[src/rtl/vdp_io_pkg.sv]
// Shared types and defaults for the VDP I/O sequencer.
package vdp_io_pkg;

  localparam int VDP_FIFO_DEPTH_DEF  = 4;
  localparam int VDP_ACK_TIMEOUT_DEF = 255;
  localparam int VDP_WFIFO_W         = 10;

  // Sequencer FSM states; exported on state_o for observation.
  typedef enum logic [1:0] {
    ST_IDLE   = 2'd0,
    ST_WR_REQ = 2'd1,
    ST_RD_REQ = 2'd2
  } vdp_io_state_e;

  // A write-FIFO entry is {port, data}.
  function automatic logic [VDP_WFIFO_W-1:0] pack_wr(input logic [1:0] port,
                                                     input logic [7:0] data);
    return {port, data};
  endfunction

endpackage

[src/rtl/vdp_io_wfifo.sv]
// Synchronous write FIFO for queued VDP OUT accesses.
// Full/empty derive from an occupancy count; a push while full is accepted
// only when a pop happens in the same cycle.
module vdp_io_wfifo #(
  parameter int DEPTH = 4,
  parameter int W     = 10
) (
  input  logic         clk_w,
  input  logic         reset_n_w,
  input  logic         push,
  input  logic [W-1:0] wdata,
  input  logic         pop,
  output logic [W-1:0] rdata,
  output logic         full,
  output logic         empty
);

  localparam int AW = (DEPTH > 1) ? $clog2(DEPTH) : 1;

  logic [W-1:0]  mem [DEPTH];
  logic [AW-1:0] wr_ptr;
  logic [AW-1:0] rd_ptr;
  logic [AW:0]   count;
  logic          do_push;
  logic          do_pop;

  assign do_pop  = pop & ~empty;
  assign do_push = push & (~full | do_pop);
  assign full    = (count == (AW+1)'(DEPTH));
  assign empty   = (count == '0);
  assign rdata   = mem[rd_ptr];

  // Storage needs no reset: empty/count gate every read of it.
  always_ff @(posedge clk_w) begin
    if (do_push) mem[wr_ptr] <= wdata;
  end

  // Pointer and occupancy bookkeeping; DEPTH is a power of 2 so pointers wrap naturally.
  always_ff @(posedge clk_w or negedge reset_n_w) begin
    if (!reset_n_w) begin
      wr_ptr <= '0;
      rd_ptr <= '0;
      count  <= '0;
    end else begin
      if (do_push) wr_ptr <= wr_ptr + AW'(1);
      if (do_pop)  rd_ptr <= rd_ptr + AW'(1);
      case ({do_push, do_pop})
        2'b10:   count <= count + (AW+1)'(1);
        2'b01:   count <= count - (AW+1)'(1);
        default: count <= count;
      endcase
    end
  end

endmodule

[src/rtl/vdp_io_sequencer.sv]
// CPU-to-VDP I/O sequencer: turns filtered CPU strobes into VDP accesses.
// Writes are queued in a small FIFO and always drain before a pending read.
//
// VDP handshake: vdp_req_o is raised with vdp_wrt_o/vdp_adr_o/vdp_dbo_o stable
// and held until vdp_ack_i is seen high for one cycle; the access completes on
// that ack cycle and vdp_req_o then drops for at least one cycle before the next
// access. If no ack arrives within ACK_TIMEOUT request cycles the access is
// abandoned and err_o[1] is set.
module vdp_io_sequencer
  import vdp_io_pkg::*;
#(
  parameter int FIFO_DEPTH  = VDP_FIFO_DEPTH_DEF,
  parameter int ACK_TIMEOUT = VDP_ACK_TIMEOUT_DEF
) (
  input  logic          clk_w,
  input  logic          reset_n_w,
  input  logic          csr_n_i,
  input  logic          csw_n_i,
  input  logic [1:0]    port_i,
  input  logic [7:0]    cd_i,
  output logic          vdp_req_o,
  output logic          vdp_wrt_o,
  output logic [1:0]    vdp_adr_o,
  output logic [7:0]    vdp_dbo_o,
  input  logic          vdp_ack_i,
  input  logic [7:0]    vdp_dbi_i,
  output logic [7:0]    rd_data_o,
  output logic          rd_valid_o,
  output logic          fifo_full_o,
  output logic [1:0]    err_o,
  output vdp_io_state_e state_o
);

  localparam int TW = (ACK_TIMEOUT > 1) ? $clog2(ACK_TIMEOUT + 1) : 1;
  // The counter is 0 in the first request cycle, so this value marks the
  // ACK_TIMEOUT-th cycle of waiting.
  localparam logic [TW-1:0] TMO_LAST = TW'(ACK_TIMEOUT - 1);

  vdp_io_state_e state_q;
  vdp_io_state_e state_nxt;

  logic                   csr_q;
  logic                   csw_q;
  logic                   rd_fall;
  logic                   wr_fall;
  logic                   both_fall;
  logic                   rd_only;
  logic                   wr_only;

  logic                   fifo_push;
  logic                   fifo_pop;
  logic                   fifo_full;
  logic                   fifo_empty;
  logic [VDP_WFIFO_W-1:0] fifo_head;
  logic                   overrun;

  logic                   rd_pend;
  logic [1:0]             rd_port;
  logic [1:0]             rd_adr_q;
  logic                   rd_done;
  logic                   tmo_hit;
  logic                   tmo_last;
  logic [TW-1:0]          tmo_cnt;

  // Falling-edge detection against the previous-cycle strobe level.
  assign rd_fall   = csr_q & ~csr_n_i;
  assign wr_fall   = csw_q & ~csw_n_i;
  assign both_fall = rd_fall & wr_fall;
  assign rd_only   = rd_fall & ~wr_fall;
  assign wr_only   = wr_fall & ~rd_fall;

  // A full FIFO still accepts a write when the head leaves in the same cycle.
  assign fifo_push = wr_only & (~fifo_full | fifo_pop);
  assign overrun   = wr_only & fifo_full & ~fifo_pop;

  assign tmo_last    = (tmo_cnt == TMO_LAST);
  assign fifo_full_o = fifo_full;
  assign state_o     = state_q;

  vdp_io_wfifo #(
    .DEPTH (FIFO_DEPTH),
    .W     (VDP_WFIFO_W)
  ) u_wfifo (
    .clk_w     (clk_w),
    .reset_n_w (reset_n_w),
    .push      (fifo_push),
    .wdata     (pack_wr(port_i, cd_i)),
    .pop       (fifo_pop),
    .rdata     (fifo_head),
    .full      (fifo_full),
    .empty     (fifo_empty)
  );

  // Strobe history; held at 1 in reset so a strobe low at release is not an edge.
  always_ff @(posedge clk_w or negedge reset_n_w) begin
    if (!reset_n_w) begin
      csr_q <= 1'b1;
      csw_q <= 1'b1;
    end else begin
      csr_q <= csr_n_i;
      csw_q <= csw_n_i;
    end
  end

  // FSM state register.
  always_ff @(posedge clk_w or negedge reset_n_w) begin
    if (!reset_n_w) state_q <= ST_IDLE;
    else            state_q <= state_nxt;
  end

  // Next-state and VDP bus outputs; bus is quiet (all zero) whenever idle.
  always_comb begin
    state_nxt = state_q;
    vdp_req_o = 1'b0;
    vdp_wrt_o = 1'b0;
    vdp_adr_o = 2'd0;
    vdp_dbo_o = 8'd0;
    fifo_pop  = 1'b0;
    rd_done   = 1'b0;
    tmo_hit   = 1'b0;
    case (state_q)
      ST_IDLE: begin
        if (!fifo_empty)  state_nxt = ST_WR_REQ;
        else if (rd_pend) state_nxt = ST_RD_REQ;
      end
      ST_WR_REQ: begin
        vdp_req_o = 1'b1;
        vdp_wrt_o = 1'b1;
        vdp_adr_o = fifo_head[9:8];
        vdp_dbo_o = fifo_head[7:0];
        if (vdp_ack_i) begin
          fifo_pop  = 1'b1;
          state_nxt = ST_IDLE;
        end else if (tmo_last) begin
          fifo_pop  = 1'b1;
          tmo_hit   = 1'b1;
          state_nxt = ST_IDLE;
        end
      end
      ST_RD_REQ: begin
        vdp_req_o = 1'b1;
        vdp_adr_o = rd_adr_q;
        if (vdp_ack_i) begin
          rd_done   = 1'b1;
          state_nxt = ST_IDLE;
        end else if (tmo_last) begin
          rd_done   = 1'b1;
          tmo_hit   = 1'b1;
          state_nxt = ST_IDLE;
        end
      end
      default: state_nxt = ST_IDLE;
    endcase
  end

  // Ack timeout counter; cleared while idle so every access starts from zero.
  always_ff @(posedge clk_w or negedge reset_n_w) begin
    if (!reset_n_w)              tmo_cnt <= '0;
    else if (state_q == ST_IDLE) tmo_cnt <= '0;
    else if (!tmo_last)          tmo_cnt <= tmo_cnt + TW'(1);
  end

  // Read bookkeeping: one outstanding read; a newer strobe only replaces the port.
  // The port driven on the bus is frozen on entry to RD_REQ so it cannot glitch.
  always_ff @(posedge clk_w or negedge reset_n_w) begin
    if (!reset_n_w) begin
      rd_pend    <= 1'b0;
      rd_port    <= 2'd0;
      rd_adr_q   <= 2'd0;
      rd_data_o  <= 8'hFF;
      rd_valid_o <= 1'b0;
    end else begin
      if ((state_q == ST_IDLE) && (state_nxt == ST_RD_REQ)) rd_adr_q <= rd_port;
      if (rd_done) begin
        rd_data_o  <= vdp_ack_i ? vdp_dbi_i : 8'hFF;
        rd_valid_o <= 1'b1;
        rd_pend    <= 1'b0;
      end
      if (rd_only) begin
        rd_pend    <= 1'b1;
        rd_port    <= port_i;
        rd_valid_o <= 1'b0;
      end
    end
  end

  // Sticky error flags: [0] dropped/ambiguous write, [1] ack timeout.
  always_ff @(posedge clk_w or negedge reset_n_w) begin
    if (!reset_n_w) begin
      err_o <= 2'b00;
    end else begin
      if (overrun | both_fall) err_o[0] <= 1'b1;
      if (tmo_hit)             err_o[1] <= 1'b1;
    end
  end

endmodule

[config.mk]
export PLATFORM = sky130hd
export DESIGN_NAME = vdp_io_sequencer
export DESIGN_NICKNAME = d
export VERILOG_FILES = /design/src/rtl/vdp_io_pkg.sv /design/src/rtl/vdp_io_wfifo.sv /design/src/rtl/vdp_io_sequencer.sv
export SDC_FILE = /design/constraint.sdc
export NUM_CORES = 1
export LEC_CHECK = 0
export CORE_MARGIN = 5
export CORE_UTILIZATION = 48
export DETAILED_ROUTE_END_ITERATION = 10
export GPL_TIMING_DRIVEN = 0
export PLACE_DENSITY = 0.86
export SYNTH_ARGS = -nofsm -noshare
export SYNTH_HDL_FRONTEND = slang
export SYNTH_SLANG_ARGS = --single-unit
[constraint.sdc]
create_clock -name clk_w -period 2.34 [get_ports clk_w]
set_input_delay 0.468 -clock clk_w [delete_from_list [all_inputs] [get_ports clk_w]]
set_output_delay 0.468 -clock clk_w [all_outputs]
set_load 0.05 [all_outputs]
==> results of run 1 <==
-- logic make-up (layout without fill, tap and decap cells) --
group | Yosys count | after routing
adder cells (fa/ha/maj) | 12 | 12
AO/OA/AOI/OAI | 27 | 27
AND/OR/NAND/NOR | 56 | 56
flip-flops | 75 | 75
multiplexers | 16 | 16
buffers and inverters | 22 | 94
XOR/XNOR | 11 | 11
-- through the flow --
stage	util (%)	std cells	power [W]	setup slack, ns	area [um^2]
after detailed placement	59.41	344	0.004415	-0.4952	3837
final	65.77	368	0.005657	0.05881	4248
after global routing	65.77	368	0.005915	0.001440	4248
after CTS	63.37	363	0.005436	0.01278	4093
after floorplan	-	219	0.003675	-0.1545	3266
after global placement	59.49	344	0.004333	-0.3908	3842
-- routing by layer --
metal,part of all wire (%),up-vias
li1,-,932
met1,42,1030
met2,54,37
met3,2.6,8
met4,1.9,0
met5,0,-
-- final timing paths --
path	from	endpoint	slack [ns]	cells past startpoint
worst min register to register	err_o[1]	err_o[1]	0.48	1
max in group asynchronous	reset_n_w	u_wfifo.rd_ptr[0]	1.60	1
min in group clk_w	err_o[1]	err_o[1]	0.48	1
worst min-delay path	reset_n_w	tmo_cnt[1]	0.20	1
worst max register to register	tmo_cnt[0]	u_wfifo.count[2]	0.12	11
worst max-delay path	u_wfifo.rd_ptr[0]	vdp_dbo_o[0]	0.06	4
-- where the power goes --
| part | internal (W) | switching, W |
|---|---|---|
| registers | 0.00172 | 0.000225 |
| clock network | 0.000498 | 0.000504 |
| logic | 0.00111 | 0.00160 |
| total | 0.00332 | 0.00233 |
-- repair_timing --
item | in CTS | in global routing
hold buffers | 0 | 0
setup buffers | 3 | 4
gates resized for setup | 78 | 33
cloned | 0 | 1
pin swaps | 2 | 3
hold endpoints to repair | 0 | 0
endpoints found under the setup margin | 55 | 13
-- Yosys cell counts, types with 4 or more instances --
master     n
ha_1      11
o21ai_0    4
o22a_1     8
xor2_1     4
nand2_1    8
mux4_2    10
and2_1     9
nor2_1    18
nand3_1    4
dfstp_2   10
inv_1     17
nor2b_1    4
edfxtp_1  40
dfrtp_1   25
xnor2_1    7
-- sequential cells by signal, summed over array words and instances, names as in the netlist --
| signal | count |
|---|---|
| csw_q | 1 |
| u_wfifo.count | 3 |
| state_o | 2 |
| u_wfifo.wr_ptr | 2 |
| rd_data_o | 8 |
| rd_valid_o | 1 |
| u_wfifo.mem | 40 |
| rd_port | 2 |
| u_wfifo.rd_ptr | 2 |
| rd_adr_q | 2 |
| err_o | 2 |
| rd_pend | 1 |
| tmo_cnt | 8 |
| csr_q | 1 |
-- cell type report --
cell class / count / area, um^2 / area share (%)
plain buffers: 5 / 43.79 / 1.031
clock buffers: 9 / 123.9 / 2.916
clock inverters: 7 / 75.07 / 1.767
inverters: 17 / 63.81 / 1.502
multi-input cells: 122 / 1197 / 28.19
flip-flops and latches: 75 / 2093 / 49.28
well taps: 77 / 96.34 / 2.268
repair buffers: 56 / 554.3 / 13.05
-- critical path, stage by stage, from the launching register on --
cell	delay [ns]
dfrtp_2	0.47
clkbuf_16	0.18
mux4_2	0.49
and2_1	0.18
buf_6	0.15
==> metrics.txt, run 1 <==
clk_skew=roughly 0.009 ns; # Max-Cap Violations=0; share of the synthesized area in compound gates (AO/OA/AOI/OAI)=between 6 and 7%; DRC errors left=0; Fmax=~440 MHz; most common cell after layout, fill and taps aside=edfxtp_1; Pleak=1.624 nW; CP Capture Type=output pin; Num CTS Buffers=9; Final Hold Violating Endpoints=0; Fill cells=440; Clock Path Buffers=2; largest net degree at the start of global routing=36; async set-or-reset flop fraction in the synthesized netlist=between 40% and 50%; Seq/Total Area, Yosys=64.70%; htree depth=3; Post-Syn Instances=roughly 220; vias in the first global route=roughly 2100; GRT Util Overall=approximately 16%; Tcrit/Tclk final=a little over nine tenths; Worst Tran Pin Value=0.7776 ns; via-per-instance ratio=roughly 5.5; Crit path required time=1.87 ns; Syn Nets=about 250; yosys warns=0; Core Box Area=0.006459 mm^2; synthesized flop and latch total=75; First-pass DRT Iterations=4; met3 Use GR=3.764%; via count=2007; CP startpoint kind=register; met2 Use GR=28.22%; PD cells=about 1300 mW/mm^2; top cell type's share of synthesized area=a little under two fifths; met1 GRT Util=19.89%; Die Area=~0.0085 mm^2; FP Rows=29; critical path peak fanout=4; clk slew on worst S/H paths=roughly 0.08 ns; main combinational cell family by area after synthesis=simple AND/OR/NAND/NOR gates; class of the worst hold path=in2async; Synth Area in Adders=between 4 and 5%; PortBufs=48; antenna violations before repair=0; status=finished clean; Post-Synth XOR/XNOR Area=between 2 and 3%; antenna viol nets, final=0; RSZ-0062 raised after global routing=false; die width=slightly above 90 um; dpl hpwl=4423 um; 1st-iter DRT viols=48; starting density of the core=50.00%; Post-synth EDFFs=40; CTS tree=built; first-pass GRT wire length=10610 um; Placer Congestion=about 0.74; Vert. Die Dim=roughly 92 um; Post-Route Setup TNS=0 ns; I/O pins=49; most frequent cells in the layout=edfxtp_1, clkdlybuf4s50_1, dfrtp_1, inv_1, nor2_1; multiplexer area fraction after synthesis=under 10%; Most Crowded Layer GR=met2; Finish-stage setup viols=0; Synth area leaders=edfxtp_1, dfrtp_1, dfstp_2; worst vdd ir=approximately 0.9 mV; count of pins over their slew limit=0; Final Critical Period=2.281 ns; max_slew headroom=a little under 50%; distinct cell type count after synthesis=39; total clock sinks=between 70 and 80; WL/cell=roughly 18 um; n_diodes=0; Synth Flop Type=edfxtp_1; Mean Syn Cell Area=14.75 um^2; leading area contributor after synthesis=edfxtp_1; Worst-Skew Late Latency=~0.35 ns; # nets final=about 320; Synth Area in Simple Gates=under 10%; Area Growth Syn to Fin=31.54%; final wirelength=around 6600 um; layout cells sized above 1=between 30 and 40%; Clock Tree Root=clkbuf_8; hold slack=between 0.15 and 0.2 ns; Crit Path Class=reg2out; worst path arrival time=between 1.5 and 2 ns; Syn Std Cell Area=0.003229 mm^2; GRT overflow=0
(Power assumes the default switching activity.)
==> run 2: changes to the inputs <==
- SYNTH_HIERARCHICAL: not set -> 1
==> metrics.txt, run 2 <==
met1 GRT Util=19.73% (was 19.89%); Synth top cells by count=edfxtp_1, dfrtp_1, inv_1 (was edfxtp_1, dfrtp_1, nor2_1); starting density of the core=48.45% (was 50.00%); via count=2028 (was 2007); Finish-stage setup viols=0 (unchanged); WL/cell=18.40 um (was 18.06 um); Clock Path Buffers=2 (unchanged); PD cells=1332 mW/mm^2 (about the same); Placer Congestion=0.7665 (was 0.7439); worst reg2reg startpoint=tmo_cnt[0] (unchanged); top cell type's share of synthesized area=37.11% (was 37.19%); Reg2Reg Depth=14 (was 11); reg-to-reg endpoint=u_wfifo/count[2] (was u_wfifo.count[2]); 1st-iter DRT viols=110 (was 48); Tcrit/Tclk final=97.55% (was 97.49%); via-per-instance ratio=5.466 (was 5.454); GRT Util Overall=17.22% (was 16.39%); distinct cell type count after synthesis=41 (was 39); max FFs per register=40 (unchanged); Syn Nets=248 (was 254); Crit Path Class=reg2out (unchanged); clk_skew=0.01172 ns (was 0.009129 ns); leading area contributor after synthesis=edfxtp_1 (unchanged); FP Rows=30 (was 29); Fmax=438.1 MHz (was 438.4 MHz); Clock Tree Root=clkbuf_8 (unchanged); Fill cells=480 (was 440); worst path arrival time=1.81 ns (about the same); most common cell after layout, fill and taps aside=edfxtp_1 (unchanged); Final Hold Violating Endpoints=0 (unchanged); Num CTS Buffers=9 (unchanged); clk slew on worst S/H paths=0.09 ns (was 0.08 ns); n_diodes=0 (unchanged); Most Crowded Layer GR=met2 (unchanged); Core Box Area=0.006681 mm^2 (was 0.006459 mm^2); multi-input gate area in the final layout=0.001184 mm^2 (was 0.001197 mm^2); First-pass DRT Iterations=4 (unchanged); Largest regs=u_wfifo/mem: 40 flops, rd_data_o: 8 flops, tmo_cnt: 8 flops (was u_wfifo.mem: 40 flops, rd_data_o: 8 flops, tmo_cnt: 8 flops); die width=92.12 um (was 92.03 um); total clock sinks=75 (unchanged); DRC errors left=0 (unchanged); layout cells sized above 1=35.40% (was 30.24%); crit-path cells=or3b_4, clkinvlp_4, clkdlybuf4s15_1 (was clkbuf_16, mux4_2, and2_1, buf_6); Synth Flop Type=edfxtp_1 (unchanged); most frequent cells in the layout=edfxtp_1, clkdlybuf4s50_1, dfrtp_1, buf_4, buf_2 (was edfxtp_1, clkdlybuf4s50_1, dfrtp_1, inv_1, nor2_1); power share of the clock group=18.1% (was 17.7%); PortBufs=48 (unchanged); switch share=41.40% (was 41.22%); Crit path required time=1.87 ns (about the same); RSZ-0062 raised after global routing=true (was false); GRT overflow=0 (unchanged); count of pins over their slew limit=0 (unchanged); status=finished clean (unchanged); Mean Syn Cell Area=15.20 um^2 (was 14.75 um^2); Worst Tran Pin Value=0.8042 ns (was 0.7776 ns); r2r setup slk=0.06 ns (was 0.12 ns); final std cells w/o fill=371 (was 368); vias in the first global route=2177 (was 2053); Worst-Skew Late Latency=0.34 ns (was 0.35 ns); Post-Syn Instances=213 (was 219); Int Power=0.003295 W (was 0.003325 W); Seq pwr share=34.3% (was 34.4%); hold slack=0.2102 ns (was 0.1959 ns); Synth area leaders=edfxtp_1, dfrtp_1, dfstp_2 (unchanged); most common cell in the netlist=edfxtp_1 (unchanged); first-pass GRT wire length=11130 um (was 10610 um); Seq. cell area=0.002095 mm^2 (was 0.002093 mm^2); antenna violations before repair=0 (unchanged); met2 Use GR=30.17% (was 28.22%); async set-or-reset flop fraction in the synthesized netlist=46.67% (unchanged); CP Capture Type=output pin (unchanged); Seq/Total Area, Yosys=64.55% (was 64.70%); Area Growth Syn to Fin=30.38% (was 31.54%); largest net degree at the start of global routing=36 (unchanged); I/O pins=49 (unchanged); NetSw=0.002327 W (was 0.002332 W); CTS tree=built (unchanged); htree depth=3 (unchanged); Pleak=1.637 nW (was 1.624 nW); # Max-Cap Violations=0 (unchanged); # nets final=321 (unchanged); Post-synth EDFFs=40 (unchanged); worst-path cell with the longest stage delay=clkdlybuf4s15_1 (was mux4_2); Vert. Die Dim=92.12 um (was 92.03 um); crit-path max cell delay=0.51 ns (was 0.49 ns); yosys warns=6 (was 0); Biggest register=u_wfifo/mem (was u_wfifo.mem); max_slew headroom=46.39% (was 48.16%); Post-Route Setup TNS=0 ns (unchanged); CP startpoint kind=register (unchanged); worst vdd ir=0.6682 mV (was 0.8866 mV); Syn Std Cell Area=0.003237 mm^2 (was 0.003229 mm^2); final wirelength=6827 um (was 6647 um); Die Area=0.008486 mm^2 (was 0.008469 mm^2); antenna viol nets, final=0 (unchanged); Final Critical Period=2.283 ns (was 2.281 ns); cell count after placement=341 (was 344); critical path peak fanout=4 (unchanged); met3 Use GR=3.363% (was 3.764%); combinational power share=47.6% (was 47.9%); dpl hpwl=4342 um (was 4423 um); class of the worst hold path=in2async (unchanged); synthesized flop and latch total=75 (unchanged)
[run 2: cell types whose count changed after synthesis, sizes merged, moves of 3 or more]
cell,previous run,this run
nor2,18,10
and2,9,14
nand2,8,5
o21a,1,4
xnor2,7,4
[run 2: repair_timing]
action / 4_1_cts / 5_1_grt
pin swaps: 6 / 9
hold buffers: 0 / 0
setup endpoints to repair: 26 / 12
setup buffers: 8 / 6
resized for setup: 69 / 8
[run 2: how the worst max path moves through the flow]
| stage | start | endpoint | slack, ns |
|---|---|---|---|
| 2_1_floorplan | u_wfifo/count[0] | u_wfifo/count[2] | -0.0005 |
| 3_3_place_gp | u_wfifo/rd_ptr[0] | vdp_adr_o[0] | -0.40 |
| 3_5_place_dp | u_wfifo/rd_ptr[0] | vdp_adr_o[0] | -0.42 |
| 4_1_cts | u_wfifo/rd_ptr[0] | vdp_adr_o[0] | 0.0003 |
| 5_1_grt | tmo_cnt[0] | u_wfifo/count[2] | -0.03 |
| 6_report | u_wfifo/count[2] | fifo_full_o | 0.06 |
[run 2: cells by family (layout without fill, tap and decap cells)]
group,after synthesis,after routing,synth area share (%)
and+or+nand+nor,46,46,8.079
buffers and inverters,20,98,2.396
muxes,17,17,9.432
adders and majority gates,12,12,4.870
xor gates and xnor gates,10,10,2.706
DFF,75,75,64.55
AOI/OAI and AO/OA,33,33,7.963
[run 2: worst max-delay path, delay by kind of cell, from the launching register on]
| family | cells | cell delay, ns |
|---|---|---|
| DFF | 1 | 0.42 |
| and+or+nand+nor | 1 | 0.43 |
| buffers and inverters | 2 | 0.62 |
[run 2: cell type report]
type,count,share of cell area (%)
sequential,75,49.63
clock buffer,9,2.935
multi-input combinational,118,28.05
buffer,5,0.9784
clock inverter,7,1.897
timing repair buffer,62,12.72
inverter,15,1.423
tap,80,2.372
[run 2: power by group through the flow]
stage                     clock network (W)  registers [W]  logic [W]
after CTS                           0.00104        0.00192    0.00260
after detailed placement                  0        0.00195    0.00254
after global routing                0.00110        0.00195    0.00284
after floorplan                           0        0.00227    0.00149
final                               0.00102        0.00193    0.00267
after global placement                    0        0.00194    0.00249
[run 2: layer usage]
layer | routed length, um | part of all wire (%) | up-vias
met5 | 0 | 0 | -
met4 | 192 | 2.8 | 0
met3 | 208 | 3.0 | 19
met2 | 3753 | 55 | 50
met1 | 2672 | 39 | 1025
li1 | - | - | 934
[run 2: through the flow]
step	utilization [%]	setup WS, ns	power (W)	area (um^2)
3_5_place_dp	58.18	-0.4201	0.004491	3887
4_1_cts	62.23	0.0002844	0.005568	4158
2_1_floorplan	-	-0.0004574	0.003759	3312
5_1_grt	63.16	-0.02763	0.005888	4220
3_3_place_gp	58.26	-0.3973	0.004425	3892
6_report	63.16	0.05732	0.005622	4220
==> run 3: changes to the inputs <==
- CORE_UTILIZATION: 48 -> 33
- MAX_ROUTING_LAYER: not set -> met4
- PLACE_DENSITY: 0.86 -> 0.66
- SLEW_MARGIN: not set -> 25
==> metrics.txt, run 3 (synthesis gave the netlist of run 2 again) <==
Clock Tree Root=clkbuf_8 (unchanged); Tcrit/Tclk final=97.68% (was 97.55%); CP startpoint kind=register (unchanged); worst vdd ir=0.4265 mV (was 0.6682 mV); Biggest register=u_wfifo/mem (unchanged); count of pins over their slew limit=0 (unchanged); Pleak=1.677 nW (was 1.637 nW); max FFs per register=40 (unchanged); clk_skew=0.007960 ns (was 0.01172 ns); Fmax=437.5 MHz (was 438.1 MHz); max_slew headroom=65.87% (was 46.39%); antenna violations before repair=0 (unchanged); most common cell after layout, fill and taps aside=edfxtp_1 (unchanged); Post-Route Setup TNS=0 ns (unchanged); CP Capture Type=register (was output pin); Worst-Skew Late Latency=0.35 ns (was 0.34 ns); 1st-iter DRT viols=72 (was 110); PD cells=1326 mW/mm^2 (was 1332 mW/mm^2); Crit Path Class=reg2reg (was reg2out); Final Core Density=45.14% (was 63.16%); most frequent cells in the layout=edfxtp_1, clkdlybuf4s50_1, dfrtp_1, buf_4 (was edfxtp_1, clkdlybuf4s50_1, dfrtp_1, buf_4, buf_2); GRT overflow=0 (unchanged); CTS tree=built (unchanged); total clock sinks=75 (unchanged); Final Hold Violating Endpoints=0 (unchanged); Die Area=0.01189 mm^2 (was 0.008486 mm^2); crit-path max cell delay=0.41 ns (was 0.51 ns); r2r setup slk=0.05 ns (was 0.06 ns); worst reg2reg startpoint=tmo_cnt[1] (was tmo_cnt[0]); dpl hpwl=4317 um (was 4342 um); class of the worst hold path=reg2reg (was in2async); reg-to-reg endpoint=u_wfifo/count[2] (unchanged); Finish-stage setup viols=0 (unchanged); crit-path cells=ha_4, nand3_4, nor2_4, o21ai_4, inv_2, o21a_4, inv_2, ha_4, inv_2, fa_2, xor2_1, nor2_1, xor2_1 (was or3b_4, clkinvlp_4, clkdlybuf4s15_1); hold path depth=1; worst-path cell with the longest stage delay=dfrtp_1 (was clkdlybuf4s15_1); critical hold path startpoint=err_o[1]; Largest regs=u_wfifo/mem: 40 flops, rd_data_o: 8 flops, tmo_cnt: 8 flops (unchanged); Area Growth Syn to Fin=35.06% (was 30.38%); DRC errors left=0 (unchanged); first-pass GRT wire length=10190 um (was 11130 um); largest net degree at the start of global routing=29 (was 36); Worst Tran Pin Value=0.5104 ns (was 0.8042 ns); worst path arrival time=2.56 ns (was 1.81 ns); clk slew on worst S/H paths=0.08 ns (was 0.09 ns); Num CTS Buffers=9 (unchanged); via-per-instance ratio=4.508 (was 5.466); Placer Congestion=0.7141 (was 0.7665); n_diodes=0 (unchanged); die width=109.0 um (was 92.12 um); Vert. Die Dim=109.0 um (was 92.12 um); vias in the first global route=2035 (was 2177); Clock Path Buffers=2 (unchanged); critical path peak fanout=3 (was 4); final wirelength=6349 um (was 6827 um); CP most frequent cell=inv_2; Core Box Area=0.009684 mm^2 (was 0.006681 mm^2); Final Critical Period=2.286 ns (was 2.283 ns); via count=1916 (was 2028); htree depth=3 (unchanged); Hold Path Sink=err_o[1]; FP Rows=36 (was 30); starting density of the core=33.42% (was 48.45%); Crit path required time=2.61 ns (was 1.87 ns); Reg2Reg Depth=13 (was 14); antenna viol nets, final=0 (unchanged); RSZ-0062 raised after global routing=true (unchanged); WL/cell=14.94 um (was 18.40 um); layout cells sized above 1=35.27% (was 35.40%); GRT Util Overall=11.78% (was 17.22%); I/O pins=49 (unchanged); PortBufs=48 (unchanged); # nets final=322 (was 321); # Max-Cap Violations=0 (unchanged); status=finished clean (unchanged); First-pass DRT Iterations=4 (unchanged)
-- run 3: repair_timing --
action,4_1_cts,5_1_grt
hold endpoints to repair,5,0
hold buffers,1,0
buffers inserted,6,6
setup endpoints to repair,15,6
pin swaps,3,7
resized for setup,62,15
cloned,0,1
-- run 3: report_power, final --
part	total, W	internal (W)	switching, W
Clock	0.00118	0.000712	0.000472
Combinational	0.00268	0.00109	0.00159
Sequential	0.00193	0.00173	0.000206
-- run 3: layout make-up --
class	count	area [um^2]
multi-input combinational	118	1185
sequential	75	2095
clock inverter	6	112.6
fill	870	5313
timing repair buffer	63	584.3
buffer	5	41.29
clock buffer	10	127.6
inverter	15	60.06
tap	133	166.4
-- run 3: critical path: cells and delay by family, from the launching register on --
kind                     cells  cell delay, ns
AND/OR/NAND/NOR              3            0.25
adder cells (fa/ha/maj)      3            0.68
flip-flops                   1            0.41
buffers and inverters        3            0.17
AO/OA/AOI/OAI                2            0.39
XOR/XNOR                     2            0.31
-- run 3: layer usage --
layer	GRT usage [%]	routed length, um
met1	14.51	2879
met2	18.46	3206
met4	4.869	133
met3	3.079	130
met5	-	0
-- run 3: metrics by stage --
step	hold WS (ns)	total power, W	setup slack [ns]	instances	area (um^2)
after floorplan	0.1724	0.003759	-0.0004574	213	3312
after global placement	0.4619	0.004460	-0.4090	394	3959
after detailed placement	0.3394	0.004506	-0.4264	395	3974
after CTS	0.4969	0.005688	0.01312	418	4245
after global routing	0.5179	0.006132	-0.07660	425	4372
final	0.4845	0.005799	0.05421	425	4372
-- run 3: worst max-delay path by stage --
stage | slack, ns | startpoint | depth (start not counted) | to
after CTS | 0.01 | u_wfifo/rd_ptr[0] | 5 | vdp_adr_o[1]
final | 0.05 | tmo_cnt[1] | 13 | u_wfifo/count[2]
after floorplan | -0.0005 | u_wfifo/count[0] | 11 | u_wfifo/count[2]
after detailed placement | -0.43 | u_wfifo/rd_ptr[0] | 5 | vdp_adr_o[0]
after global routing | -0.08 | tmo_cnt[1] | 13 | u_wfifo/count[2]
after global placement | -0.41 | u_wfifo/rd_ptr[0] | 5 | vdp_adr_o[0]
